--- config.mk ---
export PLATFORM = sky130hd
export DESIGN_NAME = cpu_run_control
export DESIGN_NICKNAME = d
export VERILOG_FILES = /design/src/rtl/cpu_run_control.sv
export SDC_FILE = /design/constraint.sdc
export NUM_CORES = 1
export LEC_CHECK = 0
export CELL_PAD_IN_SITES_DETAIL_PLACEMENT = 0
export CELL_PAD_IN_SITES_GLOBAL_PLACEMENT = 1
export CORE_ASPECT_RATIO = 1.1
export CORE_UTILIZATION = 32
export CTS_CLUSTER_DIAMETER = 30
export DETAILED_ROUTE_END_ITERATION = 16
export GPL_TIMING_DRIVEN = 0
export PLACE_DENSITY_LB_ADDON = 0.1
export SLEW_MARGIN = 20
export SYNTH_ARGS = -nofsm -noshare
export SYNTH_HDL_FRONTEND = slang
export SYNTH_SLANG_ARGS = --single-unit
--- constraint.sdc ---
create_clock -name clock_i -period 1.94 [get_ports clock_i]
set_input_delay 0.291 -clock clock_i [delete_from_list [all_inputs] [get_ports clock_i]]
set_output_delay 0.291 -clock clock_i [all_outputs]
set_load 0.03 [all_outputs]
--- src/rtl/cpu_run_control.sv ---
// Run/stop controller for the pipelined CPU: run, pause, single-step, PC breakpoint,
// halt on the write-back HALT opcode, and saturating cycle/retired counters.
module cpu_run_control #(
    parameter int                      IR_WIDTH  = 16,
    parameter int                      OP_MSB    = 15,
    parameter int                      OP_LSB    = 11,
    parameter logic [OP_MSB-OP_LSB:0]  HALT_OP   = 5'b00001,
    parameter int                      PC_WIDTH  = 8,
    parameter int                      CNT_WIDTH = 16
) (
    input  logic                 clock_i,
    input  logic                 reset_i,
    input  logic                 start_i,
    input  logic                 enable_i,
    input  logic                 step_mode_i,
    input  logic                 step_req_i,
    input  logic                 bp_en_i,
    input  logic [PC_WIDTH-1:0]  bp_addr_i,
    input  logic [PC_WIDTH-1:0]  pc_i,
    input  logic [IR_WIDTH-1:0]  wb_ir_i,
    input  logic                 wb_valid_i,
    output logic                 run_o,
    output logic [2:0]           state_o,
    output logic                 halted_o,
    output logic                 bp_hit_o,
    output logic [CNT_WIDTH-1:0] cycle_count_o,
    output logic [CNT_WIDTH-1:0] retired_count_o
);

    typedef enum logic [2:0] {
        ST_IDLE   = 3'd0,
        ST_EXEC   = 3'd1,
        ST_PAUSE  = 3'd2,
        ST_STEP   = 3'd3,
        ST_HALTED = 3'd4
    } state_e;

    localparam logic [CNT_WIDTH-1:0] CNT_ONE = {{(CNT_WIDTH-1){1'b0}}, 1'b1};
    localparam logic [CNT_WIDTH-1:0] CNT_MAX = {CNT_WIDTH{1'b1}};

    state_e               state_q, state_d;
    logic                 run_q, halted_q, bp_hit_q, bp_hit_d;
    logic                 step_req_q, bp_armed_q, bp_armed_d;
    logic                 clr_cnt_s;
    logic [CNT_WIDTH-1:0] cycle_count_q, cycle_count_d;
    logic [CNT_WIDTH-1:0] retired_count_q, retired_count_d;
    logic                 halt_det_s, step_pulse_s, bp_match_s;
    logic                 unused_ir_s;

    assign halt_det_s   = wb_valid_i & (wb_ir_i[OP_MSB:OP_LSB] == HALT_OP);
    assign step_pulse_s = step_req_i & ~step_req_q;
    assign bp_match_s   = bp_en_i & bp_armed_q & (pc_i == bp_addr_i);
    assign unused_ir_s  = ^wb_ir_i;

    // Next-state, breakpoint arming and counter-clear decode
    always_comb begin
        state_d    = state_q;
        bp_hit_d   = 1'b0;
        bp_armed_d = bp_armed_q;
        clr_cnt_s  = 1'b0;
        case (state_q)
            ST_IDLE: begin
                if (start_i && enable_i) begin
                    clr_cnt_s = 1'b1;
                    if (step_mode_i) begin
                        state_d = ST_PAUSE;
                    end else begin
                        state_d    = ST_EXEC;
                        bp_armed_d = 1'b1;
                    end
                end else begin
                    state_d = ST_IDLE;
                end
            end
            ST_EXEC: begin
                // One EXEC cycle has passed, so the resume PC is behind us.
                bp_armed_d = 1'b1;
                if (!enable_i) begin
                    state_d = ST_IDLE;
                end else if (halt_det_s) begin
                    state_d = ST_HALTED;
                end else if (bp_match_s) begin
                    state_d  = ST_PAUSE;
                    bp_hit_d = 1'b1;
                end else if (step_mode_i) begin
                    state_d = ST_PAUSE;
                end else begin
                    state_d = ST_EXEC;
                end
            end
            ST_PAUSE: begin
                if (!enable_i) begin
                    state_d = ST_IDLE;
                end else if (step_pulse_s) begin
                    state_d    = ST_STEP;
                    bp_armed_d = 1'b0;
                end else if (start_i && !step_mode_i) begin
                    state_d    = ST_EXEC;
                    bp_armed_d = 1'b0;
                end else begin
                    state_d = ST_PAUSE;
                end
            end
            ST_STEP: begin
                if (!enable_i) begin
                    state_d = ST_IDLE;
                end else if (halt_det_s) begin
                    state_d = ST_HALTED;
                end else begin
                    state_d = ST_PAUSE;
                end
            end
            ST_HALTED: begin
                if (!enable_i) begin
                    state_d = ST_IDLE;
                end else begin
                    state_d = ST_HALTED;
                end
            end
            default: begin
                state_d = ST_IDLE;
            end
        endcase
    end

    // Saturating counters; they only move while the pipeline advances
    always_comb begin
        cycle_count_d   = cycle_count_q;
        retired_count_d = retired_count_q;
        if (clr_cnt_s) begin
            cycle_count_d   = '0;
            retired_count_d = '0;
        end else if (run_q) begin
            if (cycle_count_q != CNT_MAX) begin
                cycle_count_d = cycle_count_q + CNT_ONE;
            end else begin
                cycle_count_d = cycle_count_q;
            end
            if (wb_valid_i && (retired_count_q != CNT_MAX)) begin
                retired_count_d = retired_count_q + CNT_ONE;
            end else begin
                retired_count_d = retired_count_q;
            end
        end else begin
            cycle_count_d   = cycle_count_q;
            retired_count_d = retired_count_q;
        end
    end

    // State, registered Moore outputs and counter registers
    always_ff @(posedge clock_i) begin
        if (reset_i) begin
            state_q         <= ST_IDLE;
            run_q           <= 1'b0;
            halted_q        <= 1'b0;
            bp_hit_q        <= 1'b0;
            step_req_q      <= 1'b0;
            bp_armed_q      <= 1'b0;
            cycle_count_q   <= '0;
            retired_count_q <= '0;
        end else begin
            state_q         <= state_d;
            run_q           <= (state_d == ST_EXEC) || (state_d == ST_STEP);
            halted_q        <= (state_d == ST_HALTED);
            bp_hit_q        <= bp_hit_d;
            step_req_q      <= step_req_i;
            bp_armed_q      <= bp_armed_d;
            cycle_count_q   <= cycle_count_d;
            retired_count_q <= retired_count_d;
        end
    end

    assign run_o           = run_q;
    assign state_o         = state_q;
    assign halted_o        = halted_q;
    assign bp_hit_o        = bp_hit_q;
    assign cycle_count_o   = cycle_count_q;
    assign retired_count_o = retired_count_q;

endmodule

# Word-level counts from Yosys, hierarchy flattened
# Cells that the tools add are included.
[classes]
n_eq_ne = 15
n_mux = 21
bitwise = 7
addsub = 2
n_reduce_logical = 12
[ops]
columns = ["operator", "count"]
rows = [
  ["$add 16x1->16 const B", 2],
  ["$ne 16x16->1 const B", 2],
  ["$mux 3", 7],
  ["$pmux 3 s5", 1],
  ["$eq 3x2->1 const B", 3],
  ["$eq 8x8->1", 1],
  ["$mux 1", 8],
  ["$mux 2", 4],
  ["$eq 3x1->1 const B", 2],
  ["$eq 3x3->1 const B", 2],
  ["$ne 2x2->1 const B", 3],
  ["$eq 5x1->1 const B", 1],
  ["$reduce_and 5->1", 1],
  ["$and 1x1->1", 4],
  ["$reduce_and 2->1", 2],
  ["$reduce_or 4->1", 1],
  ["$logic_and 1x1->1", 3],
  ["$logic_not 3->1", 1],
  ["$ne 3x3->1 const B", 1],
  ["$not 1->1", 3],
  ["$pmux 1 s3", 1],
  ["$reduce_bool 3->1", 1],
  ["$reduce_or 2->1", 1],
  ["$logic_not 1->1", 1],
  ["$logic_or 1x1->1", 1],
]
[word_totals]
wordCells = 65
out_inout_bits = 38
inputBits = 40
register_bits = 40

# Depth between registers and ports, before layout
# Gate-level depths: netlist of the first run.
[logic_depth]
ltp_word = 8
mapped_depth = 6
depth_no_buf = 5

# Least setup slack after synthesis of the first run
# No wires, ideal clock.
[synth_timing]
kind = "register -> register"
startpoint = "register retired_count_q[0], in the netlist retired_count_o[0]"
endpoint = "register retired_count_q[10], in the netlist retired_count_o[10]"
n_path_buf = 1
t_arrival_ps = 1985
t_required_ps = 1869
slack_ps = -116
stages_incl_launch_ff = 7
setup_time_ps = 71
synth_period_minus_slack_ps = 2056
cell_sequence = "dfxtp_1 > ha_1 > nand4_1 > or3_1 > clkbuf_1 > or4_1 > a21oi_1"
[synth_between]
elab_chain_len = 3
word_cells_on_any_way = 4
classes_between = "add/sub: 1; eq/ne: 1; reduce/logical: 2"
[synth_rtl]
columns = ["element", "line_no", "source"]
rows = [
  ["from (decl)", "46", "logic [CNT_WIDTH-1:0] retired_count_q, retired_count_d;"],
  ["from (signal assigned)", "169", "retired_count_q <= retired_count_d;"],
  ["branches (longest 3 deep; another with $add 16x1->16)", "-", ""],
]
# Parallel ways; which one is timed is not known.
# A chain may end at the register's enable or synchronous reset.

# Worst setup path after layout of the first run
[layout_timing]
startpoint = "register run_q, in the netlist run_o"
endpoint = "register retired_count_q[13], in the netlist retired_count_o[13]"
[layout_between]
elab_chain_len = 1
[layout_rtl]
columns = ["element", "line_no", "source"]
rows = [
  ["from (decl)", "42", "logic run_q, halted_q, bp_hit_q, bp_hit_d;"],
  ["from (signal assigned)", "163", "run_q <= (state_d == ST_EXEC) || (state_d == ST_STEP);"],
  ["$reduce_and 2->1 (no source line)", "-", ""],
]
# Every way passes these cells.

==> results of run 1 <==
[metal layers]
layer	up-vias	share of wire, %
met5	-	0
met4	0	1.3
met3	7	4.6
met2	53	48
met1	1061	46
li1	1145	-
[registers in the layout, indices dropped and copies added, names as in the netlist]
| register | cells |
|---|---|
| bp_armed_q | 1 |
| bp_hit_o | 1 |
| state_o | 3 |
| retired_count_o | 16 |
| run_o | 1 |
| halted_o | 1 |
| step_req_q | 1 |
| cycle_count_o | 16 |
[stage by stage]
stage	setup slack [ps]	utilization (%)
floorplan	5.041	-
global placement	-802.1	44.91
detailed placement	-774.7	44.91
CTS	15.23	46.66
global route	-2.612	47.59
finish	69.02	47.59
[synthesized netlist by cell type, drive strengths merged, types with 2 or more instances]
cell type	count	area [um^2]
and2	2	12.51
or4	10	75.07
and4	5	45.04
nor2b	6	37.54
nor3	7	40.04
nor2	9	33.78
buf	4	25.02
a21o	2	15.01
o41ai	5	43.79
nand2b	6	37.54
nor4	4	31.28
inv	6	22.52
ha	2	25.02
mux2i	10	100.1
dfxtp	40	800.8
nand2	29	116.4
xor2	7	61.31
nand3	14	70.07
nand4	11	75.07
a2111o	3	33.78
o31ai	9	67.56
a21oi	24	120.1
o21ai	8	40.04
or3	5	31.28
or2	2	12.51
clkbuf	4	15.01
o311ai	2	17.52
nor3b	4	30.03
o21a	2	15.01
a211oi	5	37.54
[where the power goes]
group	switching (mW)	internal, mW
Clock	0.304	0.317
Sequential	0.00674	0.826
Combinational	0.0808	0.0927
[layout make-up]
cell class                 count  share of cell area (%)
buffer                         7                   1.595
clock buffer                   7                   3.070
inverter                       6                  0.7177
multi-input combinational    205                   43.74
sequential                    40                   25.88
tap                           82                   3.270
timing repair buffer          69                   21.73
[worst max-delay path by stage]
| stage | cells past startpoint | slack, ps | startpoint | to |
|---|---|---|---|---|
| 3_5_place_dp | 6 | -770 | enable_i | cycle_count_o[12] |
| 2_1_floorplan | 5 | 5 | retired_count_o[6] | retired_count_o[11] |
| 5_1_grt | 6 | -3 | run_o | retired_count_o[13] |
| 3_3_place_gp | 6 | -800 | enable_i | cycle_count_o[12] |
| 4_1_cts | 6 | 20 | run_o | retired_count_o[13] |
| 6_report | 6 | 70 | run_o | retired_count_o[13] |
[repair_timing]
action                                  in CTS  in global routing
endpoints found under the setup margin      28                 25
buffers inserted                             1                  2
pin swaps                                    1                  3
resized for setup                            6                 16
hold endpoints to repair                     0                  0
[logic make-up (layout without fill, tap and decap cells)]
| kind of cell | after synthesis | count (layout) | synth area share [%] |
|---|---|---|---|
| flops | 40 | 40 | 36.59 |
| simple gates | 119 | 119 | 31.62 |
| compound gates | 66 | 66 | 20.01 |
| fa+ha+maj | 2 | 2 | 1.143 |
| buf+inv | 14 | 89 | 2.858 |
| xor+xnor | 8 | 8 | 3.202 |
| mux | 10 | 10 | 4.574 |
==> flow_summary.yaml, run 1 <==
run_status:
  outcome: "finished clean"
grt:
  via_count_of_the_first_global_routing_pass: 1944
  grt_pass1_wl_um: 9439
  use_met2_pct: 27.96
  antenna_found_initial: 0
  total_global_routing_track_utilization_pct: 17.12
  globalRouteOverflowTotal: 0
  routing_usage_on_met3_pct: 3.918
  gr-max-usage-layer: "met2"
  grt_util_met1_pct: 21.94
  pin_count_of_the_biggest_net_entering_global_routing: 12
critical_path:
  critPathTopFamily: "simple AND/OR/NAND/NOR gates"
  worst_path_max_delay_cell: "sky130_fd_sc_hd__or4_4"
  timing.reg2reg.setup_slack_ps: 70
  critical_path_class: "reg -> reg"
  crit_path_end_kind: "flop"
  timing.critical_path.buf_inv: 2
  critical-path-max-stage-delay_ps: 520
  reg2reg_to: "retired_count_o[13]"
  r2r.worst_path.cells: 6
  timing.critical_path.from_type: "flop"
  critical_path_required_ps: 2170
  crit_chain: "buf_6 > nand2_4 > or4_4 > buf_6 > or4_1 > a21oi_1"
  crit_top_cell: "sky130_fd_sc_hd__buf_6"
  critical_path_data_arrival_time_ps: 2100
  critical_path.reg2reg.startpoint: "run_o"
  maximum_fanout_encountered_on_the_critical_timing_path: 8
cells_and_area:
  area.sequential_um2: 812.0
  finalInstanceArea_um2: 3138
  post_layout_nonfiller_instances: 416
  area_delta_synth_final_pct: 43.40
  multiInputGateArea_um2: 1373
  fraction_of_layout_cells_with_a_size_suffix_above_1_pct: 12.57
  commonest_non_fill_non_tap_cells_in_the_layout: "sky130_fd_sc_hd__clkdlybuf4s50_1 (65), sky130_fd_sc_hd__dfxtp_1 (31), sky130_fd_sc_hd__nand2_1 (28), sky130_fd_sc_hd__a21oi_1 (22), sky130_fd_sc_hd__nand3_1 (14)"
  fillerInstances: 684
  antenna-diode-count: 0
  final_common_cell: "sky130_fd_sc_hd__clkdlybuf4s50_1"
  nNetsFinal: 376
clock_tree:
  clk_transition_reported_paths_ps: 80
  clock_insertion_delay_at_the_later_pin_of_the_skew_report_ps: 300
  ctsHoldBuffers: 0
  numCtsBuffers: 5
  htree_levels: 2
  ctsRootBufferMaster: "sky130_fd_sc_hd__clkbuf_8"
  tritoncts: "yes"
  maximum_clock_path_buffer_count: 2
  cts_sinks: 40
placement:
  dp.final_hpwl_um: 4251
  placedInstanceArea_um2: 2962
  quantity_of_i_o_buffers_inserted_on_ports: 66
  dp.cells: 407
  gp_congestion: 0.8040
timing:
  fin_crit_ps: 1871
  setup_tns_ps: 0
  final_max_slew_viol_count: 0
  maxSlewHeadroom_pct: 48.05
  layout_worst_path_cycle_share_pct: 96.44
  hold_viol_final: 0
  hold-worst-slack_ps: 462.8
  setup_violations: 0
  max_clock_freq_mhz: 534.5
  finClkSkew_ps: 13.33
  timing_worst_slew_pin_value_ps: 772.8
routing:
  routed_wl_um: 5762
  route.detailed.drc: 0
  drt_iter0_markers: 90
  wl_per_cell_um: 13.85
  drt.antenna.violating_nets: 0
  num_vias: 2266
  post_drt_via_cell_ratio: 5.447
  drtPass1Iterations: 4
power:
  leakage_nw: 1.030
  power.ir.vdd_worst_uv: 236.9
  power_density_nw_per_um2: 518.9
  fin_total_pwr_mw: 1.628
min_path:
  worst_hold_path_stage_count: 1
  worst_hold_path_type: "reg -> reg"
  timing.hold.worst.start: "retired_count_o[7]"
  hold_end: "retired_count_o[7]"
die:
  die_h_um: 88.73
  fp.dieW_um: 80.85
  top_ports: 78
  placement_rows: 31
  initial_core_util_pct: 33.19
  floorplan.die_area_um2: 7173
  std_cell_core_area_um2: 6594
synth:
  nets_in_the_synthesized_netlist: 301
  synth-seq-cells: 40
  postSynthCellCount: 259
  dominantRegCellSynth: "sky130_fd_sc_hd__dfxtp_1"
  yosysSeqAreaShare_pct: 36.59
  synth-edff-count: 0
  synth-async-reset-ratio_pct: 0
  netlist_area_um2: 2188
  yosysWarnings: 0
  syn_avg_cell_area_um2: 8.449
  post_synth_num_cell_types: 49
flow_run:
  maxCapViolations: 0
No activity file was read; power rests on OpenSTA's default activity.
==> inputs of run 2 (changes only) <==
Settings changed: SKIP_CTS_REPAIR_TIMING set to 1.
==> run 2 against run 1 <==
Against the previous run: fmax down 1.8%; combinational power about the same; clock skew down 2.3 ps; sequential share of layout area about the same; final area up 0.24%; global-route usage unchanged.
==> flow_summary.yaml, run 2 (synthesis results as in run 1) <==
grt:
  globalRouteOverflowTotal: 0
  antenna_found_initial: 0
  pin_count_of_the_biggest_net_entering_global_routing: 12
  via_count_of_the_first_global_routing_pass: 1935
  total_global_routing_track_utilization_pct: 17.12
  grt_pass1_wl_um: 9446
timing:
  worst_slack_ps: 35.63
  finClkSkew_ps: 11.02
  hold-worst-slack_ps: 459.4
  max_clock_freq_mhz: 525.1
  fin_crit_ps: 1904
  layout_worst_path_cycle_share_pct: 98.16
  final_max_slew_viol_count: 0
  setup_violations: 0
  timing_worst_slew_pin_value_ps: 775.9
  grt_setup_unrepaired: "true"
  maxSlewHeadroom_pct: 47.85
  hold_viol_final: 0
critical_path:
  critical_path_data_arrival_time_ps: 2130
  crit_top_cell: "sky130_fd_sc_hd__buf_6"
  r2r.worst_path.cells: 6
  crit_path_end_kind: "flop"
  maximum_fanout_encountered_on_the_critical_timing_path: 9
  critical_path_class: "reg -> reg"
  crit_chain: "buf_6 > nand2_4 > or4_4 > buf_6 > or4_1 > a21oi_1"
  critical_path_required_ps: 2170
  worst_path_max_delay_cell: "sky130_fd_sc_hd__or4_4"
  timing.critical_path.from_type: "flop"
  critical-path-max-stage-delay_ps: 520
die:
  std_cell_core_area_um2: 6594
  floorplan.die_area_um2: 7173
  initial_core_util_pct: 33.19
  placement_rows: 31
  fp.dieW_um: 80.85
  top_ports: 78
  die_h_um: 88.73
routing:
  drt_iter0_markers: 80
  drt.antenna.violating_nets: 0
  post_drt_via_cell_ratio: 5.442
  num_vias: 2264
  wl_per_cell_um: 13.82
  routed_wl_um: 5750
  route.detailed.drc: 0
  drtPass1Iterations: 4
placement:
  dpl_worst_slack_ps: -774.7
  dp.cells: 407
  dp.final_hpwl_um: 4251
  placedInstanceArea_um2: 2962
  gp_congestion: 0.8040
  quantity_of_i_o_buffers_inserted_on_ports: 66
clock_tree:
  clock_insertion_delay_at_the_later_pin_of_the_skew_report_ps: 300
  cts_sinks: 40
  maximum_clock_path_buffer_count: 2
  ctsRootBufferMaster: "sky130_fd_sc_hd__clkbuf_8"
  numCtsBuffers: 5
  htree_levels: 2
  clk_transition_reported_paths_ps: 80
  tritoncts: "yes"
cells_and_area:
  final_core_utilization_pct: 47.70
  fraction_of_layout_cells_with_a_size_suffix_above_1_pct: 12.57
  final_common_cell: "sky130_fd_sc_hd__clkdlybuf4s50_1"
  post_layout_nonfiller_instances: 416
  area_delta_synth_final_pct: 43.74
  nNetsFinal: 376
  finalInstanceArea_um2: 3146
  antenna-diode-count: 0
  commonest_non_fill_non_tap_cells_in_the_layout: "sky130_fd_sc_hd__clkdlybuf4s50_1 (65), sky130_fd_sc_hd__dfxtp_1 (32), sky130_fd_sc_hd__nand2_1 (28), sky130_fd_sc_hd__a21oi_1 (21), sky130_fd_sc_hd__nand3_1 (14)"
power:
  power_frac_clock_pct: 38.0
  leakage_nw: 1.030
  power_density_nw_per_um2: 514.8
  sw_frac_of_total_pct: 23.81
  net-switching-power_mw: 0.3855
  internal_power_mw: 1.234
  power.ir.vdd_worst_uv: 236.9
  pwr-share-comb_pct: 10.7
  share_seq_of_total_power_pct: 51.4
flow_run:
  maxCapViolations: 0
min_path:
  worst_hold_path_stage_count: 1
  worst_hold_path_type: "reg -> reg"
run_status:
  outcome: "finished clean"
## run 2: layout make-up
cell class,instances,area (um^2)
plain buffers,7,50.05
clock buffers,7,96.34
fillers,677,3448
inverters,6,22.52
multi-input cells,205,1375
flip-flops and latches,40,813.3
well taps,82,102.6
repair buffers,69,685.7
## run 2: critical path, delay by kind of cell (launching register included)
kind	cells	cell delay (ps)
and+or+nand+nor	3	1070
DFF	1	330
buffers and inverters	2	280
AOI/OAI and AO/OA	1	150
## run 2: routing by layer
| layer | vias to the layer above | track usage, % | part of all wire [%] |
|---|---|---|---|
| li1 | 1148 | - | - |
| met1 | 1061 | 21.94 | 48 |
| met2 | 48 | 27.96 | 47 |
| met3 | 7 | 3.918 | 3.8 |
| met4 | 0 | 6.169 | 1.3 |
| met5 | - | 0 | 0 |
## run 2: per-stage QoR
stage	TNS, ps	total power, mW
after floorplan	0	0.9262
after global placement	-19630	1.020
after detailed placement	-19020	1.020
after CTS	-9237	1.637
after global routing	-65.16	1.698
final	0	1.619
## run 2: path summary, 6_finish.rpt
check                           from  slack, ps                   to
setup / recovery               run_o         40  retired_count_o[13]
hold / removal    retired_count_o[7]        460   retired_count_o[7]
setup reg to reg               run_o         40  retired_count_o[13]
hold reg to reg   retired_count_o[7]        460   retired_count_o[7]
## run 2: power groups by stage
stage / logic [mW] / registers (mW) / clock network (mW)
after floorplan: 0.0699 / 0.856 / 0
after global placement: 0.168 / 0.852 / 0
after detailed placement: 0.168 / 0.852 / 0
after CTS: 0.168 / 0.833 / 0.636
after global routing: 0.192 / 0.833 / 0.674
final: 0.173 / 0.832 / 0.615
==> inputs of run 3 (changes only) <==
Settings changed: SKIP_LAST_GASP set to 1.
==> run 3 against run 2 <==
Against the previous run: final area is 0.20% lower; cell count stayed put; clock power about the same; critical path type unchanged; worst setup slack got worse by 18 ps; wire length down 0.37%; via count grew 0.93%; sequential share of layout area barely moved; register-to-register slack worse by 20 ps; critical path depth is the same; fmax decreased by 0.92%; largest power group unchanged; largest cell class unchanged.
==> flow_summary.yaml, run 3 (synthesis results as in run 1) <==
timing:
  grt_setup_unrepaired: "true"
  setup_violations: 0
  max_clock_freq_mhz: 520.3
  final_max_slew_viol_count: 0
  fin_crit_ps: 1922
  finClkSkew_ps: 11.14
  worst_slack_ps: 17.93
  setup_tns_ps: 0
  hold_viol_final: 0
  maxSlewHeadroom_pct: 47.85
  timing_worst_slew_pin_value_ps: 775.9
  layout_worst_path_cycle_share_pct: 99.08
  hold-worst-slack_ps: 459.9
clock_tree:
  clock_insertion_delay_at_the_later_pin_of_the_skew_report_ps: 300
  tritoncts: "yes"
  numCtsBuffers: 5
  ctsRootBufferMaster: "sky130_fd_sc_hd__clkbuf_8"
  clk_transition_reported_paths_ps: 80
  htree_levels: 2
  maximum_clock_path_buffer_count: 2
  cts_sinks: 40
power:
  sw_frac_of_total_pct: 23.70
  power.ir.vdd_worst_uv: 237.0
  fin_total_pwr_mw: 1.619
  share_seq_of_total_power_pct: 51.5
  power_density_nw_per_um2: 515.6
  pwr-share-comb_pct: 10.7
  power_frac_clock_pct: 37.9
  leakage_nw: 1.028
  net-switching-power_mw: 0.3836
  internal_power_mw: 1.235
placement:
  quantity_of_i_o_buffers_inserted_on_ports: 66
  dp.final_hpwl_um: 4251
  gp_congestion: 0.8040
  dp.cells: 407
  dpl_worst_slack_ps: -774.7
  placedInstanceArea_um2: 2962
cells_and_area:
  area_delta_synth_final_pct: 43.45
  finalInstanceArea_um2: 3139
  final_common_cell: "sky130_fd_sc_hd__clkdlybuf4s50_1"
  post_layout_nonfiller_instances: 416
  antenna-diode-count: 0
  commonest_non_fill_non_tap_cells_in_the_layout: "sky130_fd_sc_hd__clkdlybuf4s50_1 (65), sky130_fd_sc_hd__dfxtp_1 (32), sky130_fd_sc_hd__nand2_1 (28), sky130_fd_sc_hd__a21oi_1 (21), sky130_fd_sc_hd__nand3_1 (14)"
  fraction_of_layout_cells_with_a_size_suffix_above_1_pct: 12.57
  nNetsFinal: 376
  final_core_utilization_pct: 47.61
routing:
  drt.antenna.violating_nets: 0
  route.detailed.drc: 0
  post_drt_via_cell_ratio: 5.493
  drt_iter0_markers: 91
  num_vias: 2285
  routed_wl_um: 5729
  wl_per_cell_um: 13.77
  drtPass1Iterations: 4
min_path:
  worst_hold_path_type: "reg -> reg"
  worst_hold_path_stage_count: 1
grt:
  antenna_found_initial: 0
  globalRouteOverflowTotal: 0
  pin_count_of_the_biggest_net_entering_global_routing: 12
  grt_pass1_wl_um: 9446
  via_count_of_the_first_global_routing_pass: 1935
  total_global_routing_track_utilization_pct: 17.12
die:
  initial_core_util_pct: 33.19
  top_ports: 78
  floorplan.die_area_um2: 7173
  fp.dieW_um: 80.85
  placement_rows: 31
  std_cell_core_area_um2: 6594
  die_h_um: 88.73
critical_path:
  timing.critical_path.from_type: "flop"
  crit_path_end_kind: "flop"
  critical_path_required_ps: 2170
  r2r.worst_path.cells: 6
  critical_path_data_arrival_time_ps: 2150
  critical_path_class: "reg -> reg"
  maximum_fanout_encountered_on_the_critical_timing_path: 9
flow_run:
  maxCapViolations: 0
run_status:
  outcome: "finished clean"
-- run 3: worst max-delay path, stage by stage, from the launching register on --
cell                      delay [ps]
sky130_fd_sc_hd__dfxtp_2         330
sky130_fd_sc_hd__buf_6           130
sky130_fd_sc_hd__nand2_4          60
sky130_fd_sc_hd__or4_4           510
sky130_fd_sc_hd__buf_4           170
sky130_fd_sc_hd__or4_1           490
sky130_fd_sc_hd__a21oi_1         150
-- run 3: layout make-up --
type	instances	area, um^2
fill	678	3455
timing repair buffer	69	685.7
buffer	7	46.29
tap	82	102.6
sequential	40	810.8
clock buffer	7	96.34
inverter	6	22.52
multi-input combinational	205	1375
-- run 3: per-layer routing --
metal	GRT usage, %	vias up	wire (um)
met3	3.918	7	234
met1	21.94	1074	2714
met4	6.169	0	75
met5	0	-	0
met2	27.96	58	2705
li1	-	1146	-
-- run 3: final timing paths --
path / end / slack, ps / startpoint
setup / recovery: retired_count_o[13] / 20 / run_o
hold / removal: retired_count_o[7] / 460 / retired_count_o[7]
setup reg to reg: retired_count_o[13] / 20 / run_o
hold reg to reg: retired_count_o[7] / 460 / retired_count_o[7]
-- run 3: power groups by stage --
stage          Combinational [mW]  Clock (mW)  Sequential [mW]
6_report                    0.173       0.613            0.833
3_5_place_dp                0.168           0            0.852
4_1_cts                     0.168       0.636            0.833
5_1_grt                     0.192       0.672            0.834
3_3_place_gp                0.168           0            0.852
2_1_floorplan              0.0699           0            0.856
